### src/rtl/motor_ramp_sched.sv
// motor_ramp_sched: slew-rate limited command scheduler feeding motor_cntrl.
// Accepts signed left/right duty targets over valid/ready, steps the
// registered drive values toward them once per update tick, parks a channel
// at zero on a direction reversal, and forces both outputs to zero on estop.
// Optional feature macro: MOTOR_BRAKE_DWELL_EN (adds the BRAKE dwell state).

module motor_ramp_sched #(
    parameter int STEP      = 64,
    parameter int TICK_DIV  = 1024,
    parameter int BRAKE_CYC = 4096
) (
    input  logic        clk,
    input  logic        rst,
    input  logic        cmd_vld,
    output logic        cmd_rdy,
    input  logic [10:0] cmd_lft,
    input  logic [10:0] cmd_rht,
    input  logic        estop,
    output logic [10:0] lft,
    output logic [10:0] rht,
    output logic        busy,
    output logic        at_target
);

    localparam logic [1:0] IDLE  = 2'd0;
    localparam logic [1:0] RAMP  = 2'd1;
    localparam logic [1:0] ESTOP = 2'd3;
`ifdef MOTOR_BRAKE_DWELL_EN
    localparam logic [1:0] BRAKE = 2'd2;
    localparam int DW = (BRAKE_CYC > 1) ? $clog2(BRAKE_CYC) : 1;
    localparam logic [DW-1:0] DWELL_LAST = DW'(BRAKE_CYC - 1);
`endif

    localparam int TW = (TICK_DIV > 1) ? $clog2(TICK_DIV) : 1;
    localparam logic [TW-1:0] TICK_LAST = TW'(TICK_DIV - 1);
    localparam logic signed [11:0] STEP12 = 12'(STEP);

    logic [1:0]         state, nxt_state;
    logic signed [10:0] lft_q, rht_q, nxt_lft, nxt_rht;
    logic signed [10:0] tgt_lft, tgt_rht, nxt_tgt_lft, nxt_tgt_rht;
    logic [TW-1:0]      tick_cnt, nxt_tick;
    logic               nxt_busy, nxt_at_target;
`ifdef MOTOR_BRAKE_DWELL_EN
    logic [DW-1:0]      dwell_cnt, nxt_dwell;
    logic               brake_hit;
`endif

    logic               tick, accept, done;
    logic signed [10:0] acc_lft, acc_rht, tgt_lft_n, tgt_rht_n;
    logic               rev_lft, rev_rht;
    logic signed [10:0] goal_lft, goal_rht, step_lft, step_rht;

    // -1024 has no 10-bit magnitude, so it is pulled in to -1023.
    function automatic logic signed [10:0] clamp11(input logic signed [10:0] v);
        return (v == 11'sh400) ? 11'sh401 : v;
    endfunction

    // One bounded step from cur toward goal, done at 12 bits so nothing wraps.
    function automatic logic signed [10:0] step_toward(input logic signed [10:0] cur,
                                                       input logic signed [10:0] goal);
        logic signed [11:0] c12, g12, d12, r12;
        c12 = {cur[10], cur};
        g12 = {goal[10], goal};
        d12 = g12 - c12;
        if ((d12 <= STEP12) && (d12 >= -STEP12))
            r12 = g12;
        else if (d12 > 12'sd0)
            r12 = c12 + STEP12;
        else
            r12 = c12 - STEP12;
        return r12[10:0];
    endfunction

    assign cmd_rdy   = (state != ESTOP);
    assign accept    = cmd_vld && cmd_rdy && !estop;
    assign tick      = (tick_cnt == TICK_LAST);
    assign acc_lft   = clamp11($signed(cmd_lft));
    assign acc_rht   = clamp11($signed(cmd_rht));
    assign tgt_lft_n = accept ? acc_lft : tgt_lft;
    assign tgt_rht_n = accept ? acc_rht : tgt_rht;

    // A channel whose drive and target are nonzero with opposite signs is
    // steered to zero first, so the motor never jumps straight across.
    assign rev_lft  = (lft_q != 11'sd0) && (tgt_lft != 11'sd0) && (lft_q[10] != tgt_lft[10]);
    assign rev_rht  = (rht_q != 11'sd0) && (tgt_rht != 11'sd0) && (rht_q[10] != tgt_rht[10]);
    assign goal_lft = rev_lft ? 11'sd0 : tgt_lft;
    assign goal_rht = rev_rht ? 11'sd0 : tgt_rht;
    assign step_lft = step_toward(lft_q, goal_lft);
    assign step_rht = step_toward(rht_q, goal_rht);
    assign done     = (step_lft == tgt_lft_n) && (step_rht == tgt_rht_n);
`ifdef MOTOR_BRAKE_DWELL_EN
    assign brake_hit = (rev_lft && (step_lft == 11'sd0)) || (rev_rht && (step_rht == 11'sd0));
`endif

    // Next-state logic: targets, stepping, dwell, and estop override last.
    always_comb begin
        nxt_state   = state;
        nxt_lft     = lft_q;
        nxt_rht     = rht_q;
        nxt_tgt_lft = tgt_lft_n;
        nxt_tgt_rht = tgt_rht_n;
        nxt_tick    = tick ? '0 : tick_cnt + 1'b1;
`ifdef MOTOR_BRAKE_DWELL_EN
        nxt_dwell   = dwell_cnt;
`endif
        case (state)
            IDLE: begin
                if (accept && ((acc_lft != lft_q) || (acc_rht != rht_q)))
                    nxt_state = RAMP;
            end
            RAMP: begin
                if (tick) begin
                    nxt_lft = step_lft;
                    nxt_rht = step_rht;
`ifdef MOTOR_BRAKE_DWELL_EN
                    if (brake_hit) begin
                        nxt_state = BRAKE;
                        nxt_dwell = '0;
                    end else if (done) begin
                        nxt_state = IDLE;
                    end
`else
                    if (done)
                        nxt_state = IDLE;
`endif
                end
            end
`ifdef MOTOR_BRAKE_DWELL_EN
            BRAKE: begin
                if (dwell_cnt == DWELL_LAST) begin
                    nxt_state = RAMP;
                    nxt_dwell = '0;
                end else begin
                    nxt_dwell = dwell_cnt + 1'b1;
                end
            end
`endif
            ESTOP: begin
                nxt_tick = '0;
                if (!estop)
                    nxt_state = IDLE;
            end
            default: nxt_state = IDLE;
        endcase

        if (estop) begin
            nxt_state   = ESTOP;
            nxt_lft     = 11'sd0;
            nxt_rht     = 11'sd0;
            nxt_tgt_lft = 11'sd0;
            nxt_tgt_rht = 11'sd0;
            nxt_tick    = '0;
`ifdef MOTOR_BRAKE_DWELL_EN
            nxt_dwell   = '0;
`endif
        end

`ifdef MOTOR_BRAKE_DWELL_EN
        nxt_busy = (nxt_state == RAMP) || (nxt_state == BRAKE);
`else
        nxt_busy = (nxt_state == RAMP);
`endif
        nxt_at_target = (nxt_state == IDLE) && (nxt_lft == nxt_tgt_lft) && (nxt_rht == nxt_tgt_rht);
    end

    // State, drive, target and counter registers with async reset.
    always_ff @(posedge clk or posedge rst) begin
        if (rst) begin
            state     <= IDLE;
            lft_q     <= 11'sd0;
            rht_q     <= 11'sd0;
            tgt_lft   <= 11'sd0;
            tgt_rht   <= 11'sd0;
            tick_cnt  <= '0;
            busy      <= 1'b0;
            at_target <= 1'b1;
`ifdef MOTOR_BRAKE_DWELL_EN
            dwell_cnt <= '0;
`endif
        end else begin
            state     <= nxt_state;
            lft_q     <= nxt_lft;
            rht_q     <= nxt_rht;
            tgt_lft   <= nxt_tgt_lft;
            tgt_rht   <= nxt_tgt_rht;
            tick_cnt  <= nxt_tick;
            busy      <= nxt_busy;
            at_target <= nxt_at_target;
`ifdef MOTOR_BRAKE_DWELL_EN
            dwell_cnt <= nxt_dwell;
`endif
        end
    end

    assign lft = lft_q;
    assign rht = rht_q;

endmodule

### config.mk
export PLATFORM = sky130hd
export DESIGN_NAME = motor_ramp_sched
export DESIGN_NICKNAME = d
export VERILOG_FILES = /design/src/rtl/motor_ramp_sched.sv
export SDC_FILE = /design/constraint.sdc
export NUM_CORES = 1
export LEC_CHECK = 0
export CAP_MARGIN = 5
export CORE_UTILIZATION = 40
export DETAILED_ROUTE_END_ITERATION = 7
export GPL_TIMING_DRIVEN = 0
export SLEW_MARGIN = 40
export SYNTH_ARGS = -nofsm -noshare
export SYNTH_HDL_FRONTEND = slang
export SYNTH_SLANG_ARGS = --single-unit
export TNS_END_PERCENT = 5
### constraint.sdc
create_clock -name clk -period 8.8 [get_ports clk]
set_input_delay 1.76 -clock clk [delete_from_list [all_inputs] [get_ports clk]]
set_output_delay 1.76 -clock clk [all_outputs]
set_load 0.05 [all_outputs]
==> run_results.csv <==
group,metric,value,unit
outcome,status,"finished clean",
drt,vias_per_cell,6.31,
final_layout,diodes,0,
yosys,yosysTopAreaCell,"dfrtp_1",
clock_network,cts_buffer_depth,2,
sta,fin_setup_tns,0,ns
worst_setup_path,worstSetupPathType,"flip-flop to flip-flop",
yosys,async_reset_ff_share,100,%
floorplan,io_pins,51,
place,dpl.cell_count,1038,
drt,ant_nets,0,
floorplan,core,15300,µm²
power_and_ir_drop,power_density,151,nW/µm²
yosys,netlist_instances,777,
final_layout,layout-drive-gt1-share,7.59,%
final_layout,area_growth,17.9,%
clock_network,cts_buffers,9,
floorplan,placementRows,45,
yosys,seq_area_frac_synth,23.1,%
drt,drt_pre_antenna_iters,6,
place,io_buffers,49,
global_routing,grt_usage,29.3,%
final_layout,final_cells,1054,
sta,slew_viol_final,0,
yosys,yosysUniqueCellTypes,89,
drt,post_drt_wl_per_cell,22.1,µm
sta,setup_viol,0,
yosys,yosys_warnings,0,
clock_network,numClockSinks,58,
clock_network,clock_tree.root_cell,"clkbuf_16",
clock_network,clkLatencyLatePin,0.35,ns
sta,rsz0062_at_grt,"false",
yosys,synth_nets,834,
flow_run,max-cap-violations,0,
worst_setup_path,required,9.07,ns
place,gp_congestion,0.959,
drt,vias,6650,
power_and_ir_drop,p_leak,3.19,nW
clock_network,cts_tree,"yes",
floorplan,die_area,16200,µm²
global_routing,antenna_found_initial,0,
clock_network,htreeDepth,3,
yosys,synth_area_per_cell,8.09,µm²
drt,remaining_drc_errors,0,
worst_setup_path,crit_fanout,10,
global_routing,grt_pass1_vias,6312,
worst_setup_path,cpMaxStageDelayCell,"o41ai_2",
worst_setup_path,end_kind,"flip-flop",
sta,min_period_over_period,94.5,%
sta,hold_viol_final,0,
final_layout,final_nets,895,
floorplan,die_w,127,µm
clock_network,clk_pin_slew,0.05,ns
yosys,synth_top_area_share,22.7,%
yosys,synthFlopType,"dfrtp_1",
yosys,synthTopCellsByArea,"dfrtp_1, xnor2_1, ha_1, mux2i_1, nor2_1",
yosys,synth_area,6290,µm²
global_routing,globalRouteOverflowTotal,0,
drt,wl,23.3,mm
sta,worstMarginPinSlew,0.807,ns
sta,relSlewSlack,44.7,%
global_routing,grt_max_degree,39,
worst_setup_path,cp.arrival,8.58,ns
worst_setup_path,crit_path_max_incr_delay,0.62,ns
yosys,synth_edf_count,0,
sta,skew,0.00812,ns
floorplan,die_h,127,µm
final_layout,n_fill_cell,1506,
power_and_ir_drop,vdd_drop_max,79.2,µV
global_routing,grt_pass1_wl,36.0,mm
hold_path,hold_path_class,"flip-flop to flip-flop",
floorplan,initial_core_util,41.2,%
sta,post-route-min-period,8.31,ns
place,dp_hpwl,18.2,mm
drt,drt_iter0_drc,758,
sta,max_clock_freq,0.120,GHz
yosys,yosys_register_bits,58,
worst_setup_path,startpoint_type,"flip-flop",
## stage by stage
stage               instance area, µm²  total power, W  setup WS [ns]  utilization (%)  hold slack (ns)
detailed placement                7060        0.000698          0.391             46.3            0.482
global placement                  7040        0.000690          0.558             46.1            0.471
floorplan                         6290        0.000580           2.11                -            0.448
finish                            7410         0.00112          0.486             48.6            0.485
global route                      7410         0.00116         0.0229             48.6            0.510
CTS                               7400         0.00110          0.340             48.5            0.487
## power breakdown
| group | internal (W) | switching (W) |
|---|---|---|
| Sequential | 0.000273 | 0.00000635 |
| Combinational | 0.000165 | 0.000264 |
| Clock | 0.000271 | 0.000138 |
| Total | 0.000709 | 0.000408 |
## cells in the mapped netlist, types with 17 or more instances
cell	number
and2_1	18
dfrtp_1	57
ha_1	29
clkbuf_1	21
o21ai_0	32
nand2_1	46
nor3_1	17
mux2i_1	35
nand3_1	25
a21oi_1	47
nor2_1	77
xor2_1	18
xnor2_1	55
inv_1	48
## critical path: cells and delay by family (launching register included)
family	cells	cell delay [ns]
DFF	1	0.37
AOI/OAI and AO/OA	11	3.59
xor gates and xnor gates	1	0.22
and+or+nand+nor	9	2.48
adders and majority gates	2	0.64
buffers and inverters	3	0.91
## cell type report
cell class | count | area, µm² | share of cell area, %
clock inverters | 4 | 72.6 | 0.979
plain buffers | 33 | 154 | 2.08
repair buffers | 50 | 510 | 6.89
clock buffers | 12 | 267 | 3.59
well taps | 211 | 264 | 3.56
inverters | 48 | 183 | 2.46
flip-flops and latches | 58 | 1450 | 19.6
multi-input cells | 638 | 4510 | 60.8
## registers in the layout, summed over array words and instances, names as in the netlist
name       count
tgt_rht       11
tgt_lft       11
rht           11
lft           11
tick_cnt      10
state          2
busy           1
at_target      1
## cell families (layout without fill, tap and decap cells)
| group | Yosys count | after routing | share of synthesized area [%] |
|---|---|---|---|
| AND/OR/NAND/NOR | 273 | 273 | 22.7 |
| multiplexers | 42 | 42 | 6.83 |
| buffers and inverters | 81 | 147 | 5.31 |
| XOR/XNOR | 75 | 75 | 10.7 |
| AO/OA/AOI/OAI | 217 | 217 | 24.9 |
| flip-flops | 58 | 58 | 23.1 |
| adder cells (fa/ha/maj) | 31 | 31 | 6.41 |
## timing repair
item,4_1_cts,5_1_grt
resized for setup,0,1
buffers inserted,0,0
hold buffers,0,0
endpoints found under the setup margin,0,3
## cells in the final DEF (no fill, tap or decap), types with 18 or more instances in the layout
cell	n
dfrtp_1	57
xnor2_1	55
nor2_1	77
clkdlybuf4s50_1	49
o21ai_0	32
ha_1	29
xor2_1	18
nand3_1	25
inv_1	47
a21oi_1	46
mux2i_1	35
nand2_1	46
clkbuf_1	21
and2_1	18
## worst paths after layout
check,start,endpoint,slack [ns],cells after the start
max,rht[1],at_target,0.49,26
min,tick_cnt[0],tick_cnt[0],0.48,1
max reg2reg,rht[1],at_target,0.49,26
min reg2reg,tick_cnt[0],tick_cnt[0],0.48,1
max in group asynchronous,rst,tgt_rht[6],6.58,3
min in group asynchronous,rst,tick_cnt[8],1.71,2
## metal layers
metal / vias to the layer above / part of all wire, % / GRT usage [%]
met1: 3239 / 45 / 41.1
met5: - / 0 / 0
met3: 55 / 8.1 / 5.07
met2: 361 / 45 / 45.4
li1: 2995 / - / -
met4: 0 / 2.2 / 10.0
Note: power is estimated with default switching activity, not from simulation.
